[src/rtl/fifo_pkg.sv]
// Shared types and helpers for FIFO users: buffer occupancy type and
// the read-issue space check used by stream adapters.
package fifo_pkg;

  // Buffer occupancy, legal range 0..OCC_MAX
  typedef logic [1:0] occ_t;

  localparam occ_t OCC_MAX = 2'd2;

  // A new read may issue if the words already held plus the word in flight
  // leave a free slot, counting a slot freed by this cycle's pop.
  function automatic logic calc_space(occ_t occ, logic pend, logic pop);
    logic [2:0] sum;
    sum = {1'b0, occ} + {2'b00, pend};
    return (sum <= 3'd1) || ((sum == {1'b0, OCC_MAX}) && pop);
  endfunction

endpackage

[src/rtl/fifo_rd_out_buf.sv]
// Two-entry shift buffer: entry 0 is the head. A pop shifts entry 1 down
// on the same edge that a push writes the new tail.
module fifo_rd_out_buf
  import fifo_pkg::*;
#(
  parameter int unsigned DATA_WIDTH = 8
) (
  input  logic                  CLK,
  input  logic                  RST_N,
  input  logic                  push_i,
  input  logic [DATA_WIDTH-1:0] push_data_i,
  input  logic                  pop_i,
  output logic [DATA_WIDTH-1:0] data_o,
  output occ_t                  occ_o
);

  logic [DATA_WIDTH-1:0] ent0_q, ent0_d;
  logic [DATA_WIDTH-1:0] ent1_q, ent1_d;
  occ_t                  occ_q, occ_d;
  occ_t                  occ_after_pop;
  logic                  pop_ok;

  // Next-state: shift on pop, then write the tail slot left after the pop
  always_comb begin
    ent0_d        = ent0_q;
    ent1_d        = ent1_q;
    pop_ok        = pop_i && (occ_q != 2'd0);
    occ_after_pop = occ_q - occ_t'(pop_ok);
    if (pop_ok) begin
      ent0_d = ent1_q;
      ent1_d = '0;
    end
    if (push_i) begin
      if (occ_after_pop == 2'd0) begin
        ent0_d = push_data_i;
      end else begin
        ent1_d = push_data_i;
      end
    end
    occ_d = occ_after_pop + occ_t'(push_i);
  end

  // Buffer state registers
  always_ff @(posedge CLK or negedge RST_N) begin
    if (!RST_N) begin
      ent0_q <= '0;
      ent1_q <= '0;
      occ_q  <= '0;
    end else begin
      ent0_q <= ent0_d;
      ent1_q <= ent1_d;
      occ_q  <= occ_d;
    end
  end

  assign data_o = ent0_q;
  assign occ_o  = occ_q;

endmodule

[src/rtl/fifo_rd_stream.sv]
// Read-side adapter: issues FIFO reads, captures FIFO_DOUT one cycle later
// and presents words as a valid/ready stream through a 2-entry buffer.
// Optional feature macro: FIFO_RD_STREAM_CNT_EN enables the saturating
// XFER_CNT delivered-word counter; otherwise XFER_CNT is tied to 0.
module fifo_rd_stream
  import fifo_pkg::*;
#(
  parameter int unsigned DATA_WIDTH = 8,
  parameter int unsigned CNT_WIDTH  = 16
) (
  input  logic                  CLK,
  input  logic                  RST_N,
  input  logic                  ENABLE,
  input  logic                  FIFO_EMPTY,
  input  logic                  FIFO_WR_EN,
  input  logic [DATA_WIDTH-1:0] FIFO_DOUT,
  output logic                  FIFO_RD_EN,
  output logic                  M_VALID,
  output logic [DATA_WIDTH-1:0] M_DATA,
  input  logic                  M_READY,
  output logic [CNT_WIDTH-1:0]  XFER_CNT
);

  logic pend_q;
  logic pop;
  occ_t occ;

  assign M_VALID = (occ != 2'd0);
  assign pop     = M_VALID && M_READY;

  // The FIFO ignores RD_EN while WR_EN is high, so never issue then
  assign FIFO_RD_EN = ENABLE && !FIFO_EMPTY && !FIFO_WR_EN && calc_space(occ, pend_q, pop);

  // Marks the cycle in which FIFO_DOUT holds data from an accepted read
  always_ff @(posedge CLK or negedge RST_N) begin
    if (!RST_N) begin
      pend_q <= 1'b0;
    end else begin
      pend_q <= FIFO_RD_EN;
    end
  end

  fifo_rd_out_buf #(
    .DATA_WIDTH (DATA_WIDTH)
  ) u_out_buf (
    .CLK         (CLK),
    .RST_N       (RST_N),
    .push_i      (pend_q),
    .push_data_i (FIFO_DOUT),
    .pop_i       (pop),
    .data_o      (M_DATA),
    .occ_o       (occ)
  );

`ifdef FIFO_RD_STREAM_CNT_EN
  logic [CNT_WIDTH-1:0] cnt_q, cnt_d;

  // Count delivered words, holding at all-ones
  always_comb begin
    cnt_d = cnt_q;
    if (pop && (cnt_q != {CNT_WIDTH{1'b1}})) begin
      cnt_d = cnt_q + CNT_WIDTH'(1);
    end
  end

  // Transfer counter register
  always_ff @(posedge CLK or negedge RST_N) begin
    if (!RST_N) begin
      cnt_q <= '0;
    end else begin
      cnt_q <= cnt_d;
    end
  end

  assign XFER_CNT = cnt_q;
`else
  assign XFER_CNT = '0;
`endif

endmodule

[config.mk]
export PLATFORM = sky130hd
export DESIGN_NAME = fifo_rd_stream
export DESIGN_NICKNAME = d
export VERILOG_FILES = /design/src/rtl/fifo_pkg.sv /design/src/rtl/fifo_rd_out_buf.sv /design/src/rtl/fifo_rd_stream.sv
export SDC_FILE = /design/constraint.sdc
export NUM_CORES = 1
export LEC_CHECK = 0
export CAP_MARGIN = 20
export CORE_MARGIN = 4
export CORE_UTILIZATION = 40
export DETAILED_ROUTE_END_ITERATION = 6
export GPL_TIMING_DRIVEN = 0
export PLACE_DENSITY = 0.79
export SETUP_SLACK_MARGIN = 0.1
export SYNTH_ARGS = -nofsm -noshare
export SYNTH_HDL_FRONTEND = slang
export SYNTH_HIERARCHICAL = 1
export SYNTH_SLANG_ARGS = --single-unit
[constraint.sdc]
create_clock -name CLK -period 1.95 [get_ports CLK]
set_input_delay 0.39 -clock CLK [delete_from_list [all_inputs] [get_ports CLK]]
set_output_delay 0.39 -clock CLK [all_outputs]
set_load 0.05 [all_outputs]
==> run_results.csv, run 1 <==
group,metric,value,unit
outcome,outcome,"complete, but fails checks",
outcome,violations,"negative setup slack",
route,drtAntennaViolNets,0,
logic_synthesis,yosysWarnings,6,
run,maxCapViolCount,0,
setup_path,worst_setup_path_start_kind,"register",
logic_synthesis,ys_seq_area_frac,0.413,
timing,finalCritPeriodShare,1.06,
clock_tree,cts.sinks,19,
logic_synthesis,postSynthAreaPerCell,10.9,µm²
route,routed_wirelength,2.28,mm
layout,multi_input_area,597,µm²
hold_path,min_path_type,"register to register",
timing,period_minus_slack,2.06,ns
floorplan,dieArea,3800,µm²
timing,report.final.setup_viol,1,
clock_tree,cts.htree.levels,1,
power,powerDensity,1260,nW/µm²
global_route,grt_pass1_vias,880,
route,dr.pass1.iters,4,
logic_synthesis,synth_area,1150,µm²
layout,area_growth,41.0,%
logic_synthesis,yosysTopAreaCellShare,0.413,
timing,timing.slew.headroom,0.453,
logic_synthesis,syn_inst,106,
hold_path,whs_path_depth,2,
setup_path,cp.required,1.56,ns
timing,fin_skew,0.00388,ns
layout,seq_area,479,µm²
layout,nNetsFinal,174,
logic_synthesis,synth.largest_area_cell,"dfrtp_1",
global_route,grt_pass1_wl,3.57,mm
timing,tightest_slew,0.817,ns
power,p_int,1.11,mW
floorplan,start_util,0.417,
clock_tree,clk_path_buf_depth,2,
power,power_frac_comb,0.605,
timing,slew_violations,0,
clock_tree,clkSlewWorstSetupHoldPaths,0.10,ns
floorplan,die_height,61.6,µm
timing,max_clock_freq,0.485,GHz
layout,drive_gt1_frac,0.303,
place,post-dp-hpwl,1.73,mm
clock_tree,cts-root-buf,"clkbuf_4",
logic_synthesis,yosysUniqueCellTypes,23,
clock_tree,clock_latency,0.30,ns
logic_synthesis,synth.area.top_cells,"dfrtp_1 (41%), mux2i_1 (21%), buf_4 (11%)",
global_route,antenna_found_initial,0,
global_route,grt_overflow,0,
timing,layout_setup_ws,-0.113,ns
timing,tns,-0.113,ns
power,clock_power_share,0.096,
power,pwr-share-seq,0.299,
route,drc,0,
route,drt-initial-drc-count,12,
power,vdd.ir_drop.worst,868,µV
clock_tree,hold_buffers,0,
floorplan,num_rows,19,
route,via_per_inst,4.47,
global_route,grt.total_usage,0.128,
layout,num-fill-cells,259,
global_route,grt_max_degree,20,
setup_path,critPathMaxFanout,2,
clock_tree,cts_made_buffers,3,
route,num_vias,831,
power,switching_share,0.455,
place,dp_slack,-0.605,ns
timing,hold_violations,0,
setup_path,endpoint_kind,"output port",
setup_path,ff2ff_path_depth,7,
setup_path,crit_type,"register to output port",
power,p_total,2.04,mW
clock_tree,cts_tree,"built",
logic_synthesis,synth_seq_cells,19,
timing,rsz0062_at_grt,"yes",
power,p_sw,0.930,mW
floorplan,fp.coreArea,2760,µm²
floorplan,ios,40,
floorplan,die_x,61.6,µm
route,post_drt_wl_per_cell,12.3,µm
place,gp_congestion,0.702,
layout,antenna_cells,0,
setup_path,crit_arrival,1.67,ns
power,power_leakage,0.889,nW
place,port_buffers,23,
## worst paths after layout
| kind | from | endpoint | slack (ns) |
|---|---|---|---|
| setup / recovery | u_out_buf/occ_o[0] | FIFO_RD_EN | -0.11 |
| hold / removal | u_out_buf/ent1_q[0] | u_out_buf/ent1_q[0] | 0.54 |
| setup reg to reg | u_out_buf/occ_o[0] | u_out_buf/data_o[1] | 0.18 |
| hold reg to reg | u_out_buf/ent1_q[0] | u_out_buf/ent1_q[0] | 0.54 |
| max in group asynchronous | RST_N | pend_q | 0.84 |
| min in group asynchronous | RST_N | u_out_buf/ent1_q[1] | 0.55 |
## flip-flops by register name (all words and copies together) (netlist names)
register / cells
u_out_buf/ent1_q: 8
u_out_buf/data_o: 8
pend_q: 1
u_out_buf/occ_o: 2
## power by group through the flow
stage	combinational [mW]	sequential, mW	clock [mW]
global placement	1.09	0.637	0
detailed placement	1.13	0.646	0
floorplan	0.640	0.836	0
finish	1.24	0.611	0.196
global route	1.32	0.634	0.217
CTS	1.23	0.613	0.208
## cell families (layout without fill, tap and decap cells)
| family | after synthesis | in the layout | synth area share |
|---|---|---|---|
| buffers and inverters | 30 | 64 | 0.170 |
| multiplexers | 24 | 24 | 0.209 |
| flip-flops | 19 | 19 | 0.413 |
| AND/OR/NAND/NOR | 18 | 18 | 0.0804 |
| AO/OA/AOI/OAI | 8 | 8 | 0.0663 |
| adder cells (fa/ha/maj) | 4 | 4 | 0.0435 |
| XOR/XNOR | 2 | 2 | 0.0152 |
| other | 1 | 16 | 0.00326 |
## per-stage QoR
| step | instance area (µm²) | utilization | hold slack [ns] | instances |
|---|---|---|---|---|
| after CTS | 1620 | 0.588 | 0.541 | 186 |
| after global placement | 1520 | 0.550 | 0.512 | 175 |
| final | 1620 | 0.588 | 0.541 | 186 |
| after global routing | 1620 | 0.588 | 0.559 | 186 |
| after floorplan | 1250 | - | 0.0944 | 121 |
| after detailed placement | 1520 | 0.550 | 0.527 | 175 |
## cell type report
cell class / instances / area share
inverters: 11 / 0.0270
clock buffers: 4 / 0.0162
well taps: 31 / 0.0239
plain buffers: 19 / 0.0948
flip-flops and latches: 19 / 0.295
repair buffers: 30 / 0.175
multi-input cells: 72 / 0.368
## metal layers
layer  GRT usage  routed length [µm]
met3      0.0273                 169
met5           0                   0
met4      0.0455                  33
met2       0.238                1180
met1       0.143                 894
## cell usage in the layout (no fill, tap or decap), drive strengths merged, types with 4 or more instances in the layout
master         instances
dlygate4sd2            8
nand2                 10
inv                   11
conb                  16
clkdlybuf4s50         13
ha                     4
buf                   28
mux2i                 24
dfrtp                 19
clkbuf                 4
## cell usage after synthesis (all sizes together)
library cell	number
conb	1
inv	11
nor2b	1
a311oi	1
nor3b	1
o21ai	2
or2	1
nand2b	1
a21oi	3
a22oi	1
buf	19
nand2	10
ha	4
o21a	1
nor2	3
nand3	1
xor2	1
xnor2	1
mux2i	24
dfrtp	19
## critical path, stage by stage (launching register included)
cell	delay (ns)
dfrtp_2	0.44
ha_4	0.18
inv_4	0.06
ha_4	0.20
nor2_4	0.08
a22oi_2	0.09
a21oi_4	0.14
buf_6	0.17
## what timing repair did
item,4_1_cts,5_1_grt
buffers inserted,7,0
setup endpoints to repair,10,2
cloned,0,0
pin swaps,5,0
resized for setup,27,2
hold endpoints to repair,0,0
No activity file was read; power rests on OpenSTA's default activity.
==> inputs of run 2 (changes only) <==
Settings changed: CORE_MARGIN 4 to not set.
==> run 2 against run 1 <==
Compared with the run above:
- the flow still finishes with violations (negative setup slack)
- die area shrank 19%
- cell count increased by 2.2%
- routed wire length down 3.1%
- critical path depth did not move
==> run_results.csv, run 2 (synthesis gave the netlist of run 1 again) <==
group,metric,value,unit
clock_tree,cts_tree,"built",
layout,area_growth,41.6,%
floorplan,die_x,55.6,µm
layout,final_cell_mix,"buf_4 (28), mux2i_1 (24), dfrtp_1 (17), conb_1 (16), clkdlybuf4s50_1 (13)",
global_route,grt_pass1_vias,866,
power,vdd.ir_drop.worst,797,µV
global_route,grt_max_degree,20,
route,dr.pass1.iters,4,
setup_path,critPathMaxFanout,3,
route,drtAntennaViolNets,0,
layout,nNetsFinal,178,
clock_tree,cts-root-buf,"clkbuf_4",
clock_tree,cts.sinks,19,
timing,layout_setup_ws,-0.120,ns
hold_path,hold_end,"u_out_buf/ent1_q[7]",
global_route,grt.total_usage,0.159,
floorplan,ios,40,
timing,period_minus_slack,2.07,ns
setup_path,slowest_delay,0.45,ns
hold_path,whs_path_depth,2,
clock_tree,clk_path_buf_depth,2,
setup_path,cp_cell_sequence,"ha_4, inv_4, ha_4, nor2_4, a22oi_2, a21oi_4, buf_6",
timing,report.final.setup_viol,1,
outcome,violations,"negative setup slack",
layout,design_area,1630,µm²
route,drc,0,
setup_path,worst_setup_path_start_kind,"register",
power,power_leakage,0.912,nW
setup_path,worst_path_most_repeated_cell,"ha_4",
place,post-dp-hpwl,1.53,mm
route,routed_wirelength,2.21,mm
route,drt-initial-drc-count,22,
timing,max_clock_freq,0.483,GHz
timing,timing.slew.headroom,0.440,
setup_path,cp.required,1.56,ns
timing,rsz0062_at_grt,"yes",
floorplan,die_height,55.6,µm
place,port_buffers,23,
outcome,outcome,"complete, but fails checks",
timing,hold_violations,0,
setup_path,rrSetupSlack,0.21,ns
timing,finalCritPeriodShare,1.06,
place,gp_congestion,0.650,
setup_path,crit_slowest_cell,"dfrtp_2",
floorplan,start_util,0.421,
floorplan,num_rows,19,
setup_path,rr_endpoint,"u_out_buf/data_o[5]",
place,dpl_cell_area,1520,µm²
clock_tree,clkSlewWorstSetupHoldPaths,0.10,ns
route,via_per_inst,4.48,
timing,fin_skew,0.00365,ns
global_route,grt_pass1_wl,3.80,mm
setup_path,crit_arrival,1.68,ns
hold_path,hp-start,"u_out_buf/ent1_q[7]",
setup_path,endpoint_kind,"output port",
run,maxCapViolCount,0,
floorplan,dieArea,3100,µm²
layout,post-route-util,0.596,
route,num_vias,852,
layout,drive_gt1_frac,0.314,
setup_path,crit_type,"register to output port",
clock_tree,clock_latency,0.30,ns
clock_tree,cts_made_buffers,3,
floorplan,fp.coreArea,2730,µm²
layout,layout_commonest_cell,"buf_4",
setup_path,worstReg2RegStart,"u_out_buf/occ_o[0]",
route,post_drt_wl_per_cell,11.6,µm
setup_path,ff2ff_path_depth,7,
layout,antenna_cells,0,
global_route,antenna_found_initial,0,
hold_path,min_path_type,"register to register",
global_route,grt_overflow,0,
clock_tree,cts.htree.levels,1,
power,powerDensity,1250,nW/µm²
timing,tightest_slew,0.837,ns
timing,slew_violations,0,
run 2: layer usage:
metal,share of wire,vias to the layer above,global-route usage
met5,0,-,0
met4,0.0068,0,0.0536
met3,0.049,2,0.0349
met2,0.52,23,0.289
met1,0.42,407,0.184
li1,-,420,-
run 2: metrics by stage:
| step | worst slack, ns | TNS, ns | power, mW | std cells | hold WS, ns |
|---|---|---|---|---|---|
| 3_5_place_dp | -0.590 | -0.590 | 1.76 | 175 | 0.527 |
| 3_3_place_gp | -0.581 | -0.581 | 1.72 | 175 | 0.513 |
| 2_1_floorplan | 0.105 | 0 | 1.48 | 121 | 0.0944 |
| 5_1_grt | -0.198 | -0.198 | 2.17 | 190 | 0.573 |
| 6_report | -0.120 | -0.120 | 2.04 | 190 | 0.541 |
| 4_1_cts | -0.111 | -0.111 | 2.00 | 185 | 0.546 |
run 2: area by class of cell:
cell class	count	area [µm²]
clock buffer	4	26.3
fill	249	1100
inverter	11	43.8
tap	31	38.8
sequential	19	478
multi-input combinational	72	587
buffer	19	154
timing repair buffer	34	303
run 2: power by group:
group          internal [mW]  switching (mW)  total, mW  leakage (nW)
combinational          0.500           0.729       1.23         0.648
clock                 0.0798           0.119      0.198        0.0150
sequential             0.529          0.0789      0.608         0.249
run 2: what timing repair did:
item	CTS	global route
setup endpoints to repair	9	4
endpoints found under the hold margin	0	0
resized for setup	22	3
pin swaps	5	0
buffers inserted	6	5
gates cloned	0	0
hold buffers	0	0
run 2: critical path: cells and delay by family, from the launching register on:
kind                       cells  cell delay [ns]
AOI/OAI and AO/OA              2             0.24
adders and majority gates      2             0.39
DFF                            1             0.45
buffers and inverters          2             0.23
and+or+nand+nor                1             0.08
run 2: how the worst max path moves through the flow:
stage                       to  slack, ns                from
finish              FIFO_RD_EN      -0.12  u_out_buf/occ_o[0]
global route        FIFO_RD_EN      -0.20  u_out_buf/occ_o[0]
detailed placement  FIFO_RD_EN      -0.59             M_READY
global placement    FIFO_RD_EN      -0.58             M_READY
CTS                 FIFO_RD_EN      -0.11  u_out_buf/occ_o[0]
floorplan           FIFO_RD_EN       0.11  u_out_buf/occ_o[0]
